--- config.mk ---
export PLATFORM = sky130hd
export DESIGN_NAME = updn_mod_counter
export DESIGN_NICKNAME = d
export VERILOG_FILES = /design/src/rtl/updn_mod_counter.sv
export SDC_FILE = /design/constraint.sdc
export NUM_CORES = 1
export LEC_CHECK = 0
export BUFFER_PORTS_ARGS = -buffer_cell sky130_fd_sc_hd__buf_2
export CORE_ASPECT_RATIO = 1.4
export CORE_UTILIZATION = 49
export DETAILED_ROUTE_END_ITERATION = 12
export PLACE_DENSITY = 0.76
export SYNTH_ARGS = -nofsm -noshare
export SYNTH_HDL_FRONTEND = slang
export SYNTH_SLANG_ARGS = --single-unit
--- constraint.sdc ---
create_clock -name clk -period 2.5 [get_ports clk]
set_input_delay 0.75 -clock clk [delete_from_list [all_inputs] [get_ports clk]]
set_output_delay 0.75 -clock clk [all_outputs]
set_load 0.02 [all_outputs]
--- src/rtl/updn_mod_counter.sv ---
// ----------------------------------------------------------------------------
// updn_mod_counter
//   WIDTH-bit up/down counter with a runtime modulus (range 0..limit),
//   wrap-or-saturate boundary handling, synchronous load with clamping,
//   a registered one-cycle terminal-count pulse and a sticky overflow flag.
//   Reset is asynchronous and active-low on res.
// ----------------------------------------------------------------------------
module updn_mod_counter #(
  parameter int WIDTH = 8
) (
  input  logic             clk,
  input  logic             res,
  input  logic             en,
  input  logic             up,
  input  logic             load,
  input  logic [WIDTH-1:0] load_val,
  input  logic [WIDTH-1:0] limit,
  input  logic             sat,
  input  logic             clr_ovf,
  output logic [WIDTH-1:0] count,
  output logic             tc,
  output logic             ovf,
  output logic             zero
);

  localparam logic [WIDTH-1:0] ONE  = WIDTH'(1);
  localparam logic [WIDTH-1:0] ZERO = '0;

  logic [WIDTH-1:0] count_q, count_d;
  logic             tc_q, tc_d;
  logic             ovf_q, ovf_d;

  // Decoded conditions on the current count against the live limit.
  logic             at_zero;
  logic             below_limit;
  logic             above_limit;
  logic             up_event;
  logic             down_event;
  logic             boundary_event;
  logic [WIDTH-1:0] load_clamped;

  // Classify the current count and detect boundary events for this edge.
  always_comb begin
    at_zero        = (count_q == ZERO);
    below_limit    = (count_q < limit);
    above_limit    = (count_q > limit);
    // A count left above a lowered limit is a boundary when counting up
    // (it is caught by count >= limit) but only a clamp when counting down.
    up_event       = en && up && !below_limit;
    down_event     = en && !up && at_zero;
    // Load has priority over counting, so a loading edge is never an event.
    boundary_event = !load && (up_event || down_event);
    load_clamped   = (load_val > limit) ? limit : load_val;
  end

  // Next-state selection: load, then enabled count step, then hold.
  always_comb begin
    // NOTE: every output of this block gets a default first, so no path
    // leaves a variable unassigned and no latch is inferred.
    count_d = count_q;
    if (load) begin
      count_d = load_clamped;
    end else if (en) begin
      if (up) begin
        if (below_limit) begin
          count_d = count_q + ONE;
        end else begin
          count_d = sat ? limit : ZERO;
        end
      end else begin
        if (above_limit) begin
          count_d = limit;
        end else if (!at_zero) begin
          count_d = count_q - ONE;
        end else begin
          count_d = sat ? ZERO : limit;
        end
      end
    end
  end

  // Terminal-count pulse and sticky overflow; a set beats a simultaneous clear.
  always_comb begin
    tc_d  = boundary_event;
    ovf_d = ovf_q;
    if (boundary_event) begin
      ovf_d = 1'b1;
    end else if (clr_ovf) begin
      ovf_d = 1'b0;
    end
  end

  // State registers with asynchronous active-low clear.
  always_ff @(posedge clk or negedge res) begin
    if (!res) begin
      count_q <= '0;
      tc_q    <= 1'b0;
      ovf_q   <= 1'b0;
    end else begin
      // NOTE: non-blocking assignments keep every flop sampling the values
      // from before this edge, independent of statement order.
      count_q <= count_d;
      tc_q    <= tc_d;
      ovf_q   <= ovf_d;
    end
  end

  assign count = count_q;
  assign tc    = tc_q;
  assign ovf   = ovf_q;
  assign zero  = (count_q == ZERO);

endmodule

# Yosys cells after proc, flatten, opt, wreduce, memory -nomap -nowiden

Index checks and enable logic that the tools add are counted.
W data, S select, Z words.

Word-level logic and storage cells: 31
Register bits after elaboration: 10
Output and inout bits: 11

Reductions and logical operators: 12
Add/sub/neg operators: 2
Multiplexer cells: 11
$lt $le $gt $ge: 3

Operators with widths:

| cell                  | count |
|---|---|
| $mux W8               | 9 |
| $gt A8 B8 Y1          | 2 |
| $add A8 B1 Y8 const B | 1 |
| $logic_not A8 Y1      | 1 |
| $lt A8 B8 Y1          | 1 |
| $sub A8 B1 Y8 const B | 1 |
| $logic_and A1 B1 Y1   | 5 |
| $reduce_bool A2 Y1    | 2 |
| $logic_not A1 Y1      | 3 |
| $mux W1               | 2 |
| $logic_or A1 B1 Y1    | 1 |

# Depth between registers and ports, before layout

Word-level depth: 6
Mapped depth: 10
Mapped depth without buffers: 9

# Worst setup path after synthesis

OpenSTA, ideal clock, no wires.

Kind: input port to flip-flop
Start: input limit[1]
End: register count_q[0], in the netlist count[0]
Path buffers: 0
Stages: 9
Setup slack: -145 ps
Data arrival time: 2519 ps
Library setup time: 126 ps
Cell sequence: inv_1 -> ha_1 -> nor2b_4 -> o211ai_2 -> a21oi_4 -> o22ai_4 -> o21ai_1 -> a221o_1 -> a221o_1

Word-level cells in the longest chain between the ends: 5

Ends and longest elaborated chain:

| item                                                | line   | text |
|---|---|---|
| from (decl)                                         | 17     | `input logic [WIDTH-1:0] limit,` |
| $gt A8 B8 Y1 / $lt A8 B8 Y1 (equally long branches) | 46, 45 |  |
| $mux W8, on equally long branches                   | 71, 65 |  |
| $mux W8                                             | 64     | `if (up) begin` |
| $mux W8                                             | 63     | `end else if (en) begin` |
| $mux W8 (*)                                         | 61     | `if (load) begin` |
| to (signal assigned)                                | 102    | `count_q <= count_d;` |
| to (decl)                                           | 29     | `logic [WIDTH-1:0] count_q, count_d;` |

Mark *: on every way between the ends. The rest lies on a longest branch, timed or not. The select of a mux whose other input is x is not followed.
A chain may end at the register's enable or synchronous reset.

# Worst setup path in the final report

Same ends and word-level chain as after synthesis.

==> results by stage <==
Global route:
- Entering global routing, the biggest net connects 20 pins.
- The total routing resource utilization after global routing is 31.8%.
- Global routing finished with a remaining overflow of 0.
- The via count of the first global-routing pass was 1670.
- The number of antenna violations at the first check in global routing is 0.
- The first global-routing pass estimated 8020 um of wire.

STA:
- In this run the tightest slew margin relative to its limit is 73.2%.
- The time the final worst path needs with I/O delays and setup is 2.47 ns.
- The worst setup skew after layout is 0.00570 ns.
- The number of setup violations in the final report is 0.
- The number of max-slew violations in the final report was 0.
- The worst path uses 98.8% of the clock period.
- The final count of hold timing violations is 0.
- Setup repair after global routing could not meet its margin everywhere.
- The worst-margin pin slew is 0.399 ns.
- Timing would allow up to 0.405 GHz.

Pwr:
- The portion of total power attributed to sequential cells is 18.2%.
- Power spread over the standard cell area amounts to 562 nW/um2.
- The clock network power share is 13.9%.
- The switching power total is 0.529 mW.
- VDD sags by at most 0.512 mV.
- In this run switching power makes up 43.9% of total power.
- The internal power of the cells totals 0.678 mW.
- For this design the static power due to leakage is 1.00 nW.
- The fraction of power consumed by combinational cells is 67.8%.

Routing:
- For this run, design rule violations remaining after detail routing come to 0.
- The detailed-route wire length is 5050 um.
- In the routed layout, each cell is associated on average with a via count of 6.05.
- The number of iterations in the first detailed-routing pass is 4.
- In the final routed layout, each cell accounts on average for 17.7 um.
- In this run, the number of DRC markers left after iteration 0 of detailed routing was 94.
- The count of nets left with antenna violations once routing finished came out at 0.
- Across all layers, the routed design uses 1723 vias.

Cells and area:
- The final layout contains 292 nets.
- The number of antenna diodes in the final layout is 0.
- The post-route non-filler standard cell count is 285.
- The utilization after layout is 74.6%.
- The ratio of cells with drive above 1 in the final layout is 42.7%.
- The post-synthesis to final-layout area growth is 43.5%.

Synth:
- The post-synthesis share of cell area spent on and, or, nand and nor gates is 21.3%.
- The number of nets in the synthesized netlist is 224.
- The post-synthesis compound-gate area fraction is 28.5%.
- Summing the areas of all xor and xnor instances in the mapped netlist gives 6.44% of the synthesized area.
- In this run, synthesis inferred 0 flip-flops with an integrated enable.
- After synthesis, the share of cell area in mux cells is 4.27%.
- In the synthesized netlist the async set-or-reset flop fraction comes to 100%.
- The biggest area consumer among synthesized cells is sky130_fd_sc_hd__dfrtp_1.
- The synthesized design devotes to its leading area cell type 16.7% of total area.
- The gate count of the mapped netlist is 182.
- The prevailing post-synth register cell is sky130_fd_sc_hd__dfrtp_1.
- Ranked by total cell area, the synthesized netlist is headed by sky130_fd_sc_hd__dfrtp_1 17%, sky130_fd_sc_hd__ha_1 16%, sky130_fd_sc_hd__a221o_1 5.4%.
- The area of the mapped netlist is 1500 um2.
- The flip-flop and latch count after synthesis is 10.
- The share of synthesized cell area in full adder, half adder and majority cells is 15.9%.
- The mean instance size in the synthesized netlist is 8.22 um2.
- The fraction of the yosys area taken by sequential cells is 16.7%.
- The total of warnings raised by yosys is 0.
- By area, the combinational part of the netlist is dominated by compound AO/OA/AOI/OAI gates.
- Synthesis instantiated 45 different standard cells from the library.

Clock tree:
- The number of hold buffers added after CTS was 0.
- The later-pin clock latency in the skew report is 0.24 ns.
- The TritonCTS clock tree is built.
- In this run the number of H-tree levels came out at 1.
- The number of buffers inserted during clock tree synthesis is 3.
- In this run the clock root is driven by a sky130_fd_sc_hd__clkbuf_8.
- The register clock-pin slew on the reported worst setup and hold paths is 0.05 ns.
- In this run the deepest clock path goes through 2 buffers.
- The clock net in this run drives a total of 10 sinks.

Critical path:
- The flop-to-flop setup slack is 0.24 ns.
- At the worst endpoint, the required time is 2.62 ns.
- The end of the worst register-to-register path is count[3].
- The sort of element at the end of the critical path is a flip-flop.
- Traced cell by cell, the critical path runs through buf_6, inv_12, ha_1, nor2b_1, o211ai_1, a21oi_2, o21ai_2, buf_4, mux2_2, a221o_1.
- The number of cells on the worst reg-to-reg path is 8.
- The path type of the worst setup path is primary input to flip-flop.
- Counting both buffers and inverters, the worst setup path holds a total of 3.
- For this run, the slowest stage of the critical path takes 0.33 ns.
- The slowest cell on the critical path is sky130_fd_sc_hd__a221o_1.
- The worst setup path is launched from a primary input.
- The worst endpoint data arrival time is 2.59 ns.
- In this run the worst path has a maximum fanout of 3.
- In this run the critical register-to-register path is launched from count[1].
- Among cell families on the critical path, the largest total delay comes from compound AO/OA/AOI/OAI gates.

Floorplan:
- The floorplan step set the die width to 48.7 um.
- The floorplan has 23 rows.
- The region available for standard cell placement spans 2880 um2.
- The I/O pin count is 34.
- From bottom edge to top edge, the die measures 67.4 um.
- The die covers 3280 um2.
- The starting utilization of the core area is 52.0%.

Job:
- Across the run, the number of max-cap violations was 0.

Placement:
- The HPWL after detailed placement is 4010 um.
- Input and output buffers added on the ports amount to 33.
- Once placement completed, the tool counted placed cells totaling 279.
- The congestion estimate from routability-driven global placement came to 0.916.

Run status:
- The flow ran to the end, and the final reports show no timing, DRC or antenna violations.

Hold path:
- The worst hold path belongs to the class primary input to async pin.
-- routing by layer --
| metal | routed length (um) | part of all wire, % | track usage [%] |
|---|---|---|---|
| met1 | 1890 | 37 | 34.9 |
| met2 | 2810 | 56 | 63.9 |
| met5 | 0 | 0 | 0 |
| met3 | 245 | 4.9 | 3.15 |
| met4 | 100 | 2.0 | 9.56 |
-- logic make-up (layout without fill, tap and decap cells) --
kind of cell / Yosys count / after routing
buffers and inverters: 25 / 91
XOR/XNOR: 11 / 11
adder cells (fa/ha/maj): 19 / 19
AND/OR/NAND/NOR: 57 / 57
multiplexers: 6 / 6
flip-flops: 10 / 10
AO/OA/AOI/OAI: 54 / 54
-- timing repair --
action,4_1_cts,5_1_grt
resized for setup,6,7
setup endpoints to repair,6,8
buffers inserted,1,2
pin swaps,2,5
cloned,0,0
hold endpoints to repair,0,0
-- metrics by stage --
stage | hold slack [ns] | instance area, um2 | worst slack [ns] | TNS (ns) | total power, mW
final | 0.380 | 2150 | 0.0309 | 0 | 1.21
after global routing | 0.392 | 2150 | -0.0617 | -0.222 | 1.28
after CTS | 0.381 | 2090 | 0.0106 | 0 | 1.18
after detailed placement | 0.472 | 2020 | -0.322 | -2.24 | 0.994
after global placement | 0.461 | 2020 | -0.266 | -1.85 | 0.975
after floorplan | 0.454 | 1570 | -0.0755 | -0.228 | 0.703
-- flip-flops by register name (all words and copies together) (netlist names) --
| name | count |
|---|---|
| ovf | 1 |
| tc | 1 |
| count | 8 |
-- synthesized netlist by cell type, types with 2 or more instances --
master,n
sky130_fd_sc_hd__ha_1,19
sky130_fd_sc_hd__nand2_1,18
sky130_fd_sc_hd__inv_1,13
sky130_fd_sc_hd__dfrtp_1,10
sky130_fd_sc_hd__clkbuf_1,9
sky130_fd_sc_hd__a21oi_1,8
sky130_fd_sc_hd__a221o_1,8
sky130_fd_sc_hd__o21ai_0,8
sky130_fd_sc_hd__xor2_1,8
sky130_fd_sc_hd__nand3_1,7
sky130_fd_sc_hd__o211ai_1,7
sky130_fd_sc_hd__nor2_1,6
sky130_fd_sc_hd__nor3_1,5
sky130_fd_sc_hd__nor3b_1,5
sky130_fd_sc_hd__a221oi_1,4
sky130_fd_sc_hd__a31oi_1,4
sky130_fd_sc_hd__mux2_2,3
sky130_fd_sc_hd__mux2i_1,3
sky130_fd_sc_hd__nand4_1,3
sky130_fd_sc_hd__xnor2_1,3
sky130_fd_sc_hd__a211oi_1,2
sky130_fd_sc_hd__a311o_1,2
sky130_fd_sc_hd__and3_1,2
sky130_fd_sc_hd__nand3b_1,2
sky130_fd_sc_hd__nor2b_1,2
sky130_fd_sc_hd__o41ai_1,2
-- cell usage in the layout, fill, tap and decap left out, types with 5 or more instances in the layout --
master and n:
sky130_fd_sc_hd__buf_4 42, sky130_fd_sc_hd__buf_2 32, sky130_fd_sc_hd__nand2_1 18, sky130_fd_sc_hd__ha_1 14, sky130_fd_sc_hd__inv_1 10, sky130_fd_sc_hd__dfrtp_1 10, sky130_fd_sc_hd__xor2_1 8, sky130_fd_sc_hd__a221o_1 8
sky130_fd_sc_hd__nand3_1 7, sky130_fd_sc_hd__o21ai_0 7, sky130_fd_sc_hd__o211ai_1 7, sky130_fd_sc_hd__nor2_1 6, sky130_fd_sc_hd__nor3_1 5, sky130_fd_sc_hd__nor3b_1 5, sky130_fd_sc_hd__ha_4 5
-- worst register-to-register path: stages, from the launching register on --
cell and delay (ns):
sky130_fd_sc_hd__dfrtp_1 0.44, sky130_fd_sc_hd__ha_4 0.27, sky130_fd_sc_hd__nor2b_4 0.13, sky130_fd_sc_hd__o211ai_2 0.18, sky130_fd_sc_hd__a21oi_4 0.10, sky130_fd_sc_hd__o22ai_4 0.23
sky130_fd_sc_hd__o21ai_4 0.13, sky130_fd_sc_hd__a221o_1 0.36, sky130_fd_sc_hd__a221o_1 0.32
-- power by group through the flow --
stage | combinational (mW) | clock (mW) | sequential (mW)
final | 0.818 | 0.168 | 0.220
after floorplan | 0.436 | 0 | 0.267
after CTS | 0.790 | 0.173 | 0.219
after global placement | 0.755 | 0 | 0.221
after global routing | 0.877 | 0.180 | 0.222
after detailed placement | 0.773 | 0 | 0.221
-- how the worst max path moves through the flow --
stage	startpoint	end	slack, ns	cells past startpoint
finish	limit[1]	count[0]	0.03	10
CTS	limit[1]	count[3]	0.01	10
global route	limit[7]	count[1]	-0.06	12
global placement	limit[1]	count[3]	-0.27	10
floorplan	limit[1]	count[2]	-0.08	10
detailed placement	limit[5]	count[4]	-0.32	10
-- cell type report --
| class | instances | area (um2) |
|---|---|---|
| sequential | 10 | 250 |
| tap | 37 | 46.3 |
| multi-input combinational | 147 | 1260 |
| fill | 235 | 732 |
| timing repair buffer | 75 | 487 |
| inverter | 13 | 63.8 |
| clock buffer | 3 | 41.3 |
Note: power is estimated with default switching activity, not from simulation.
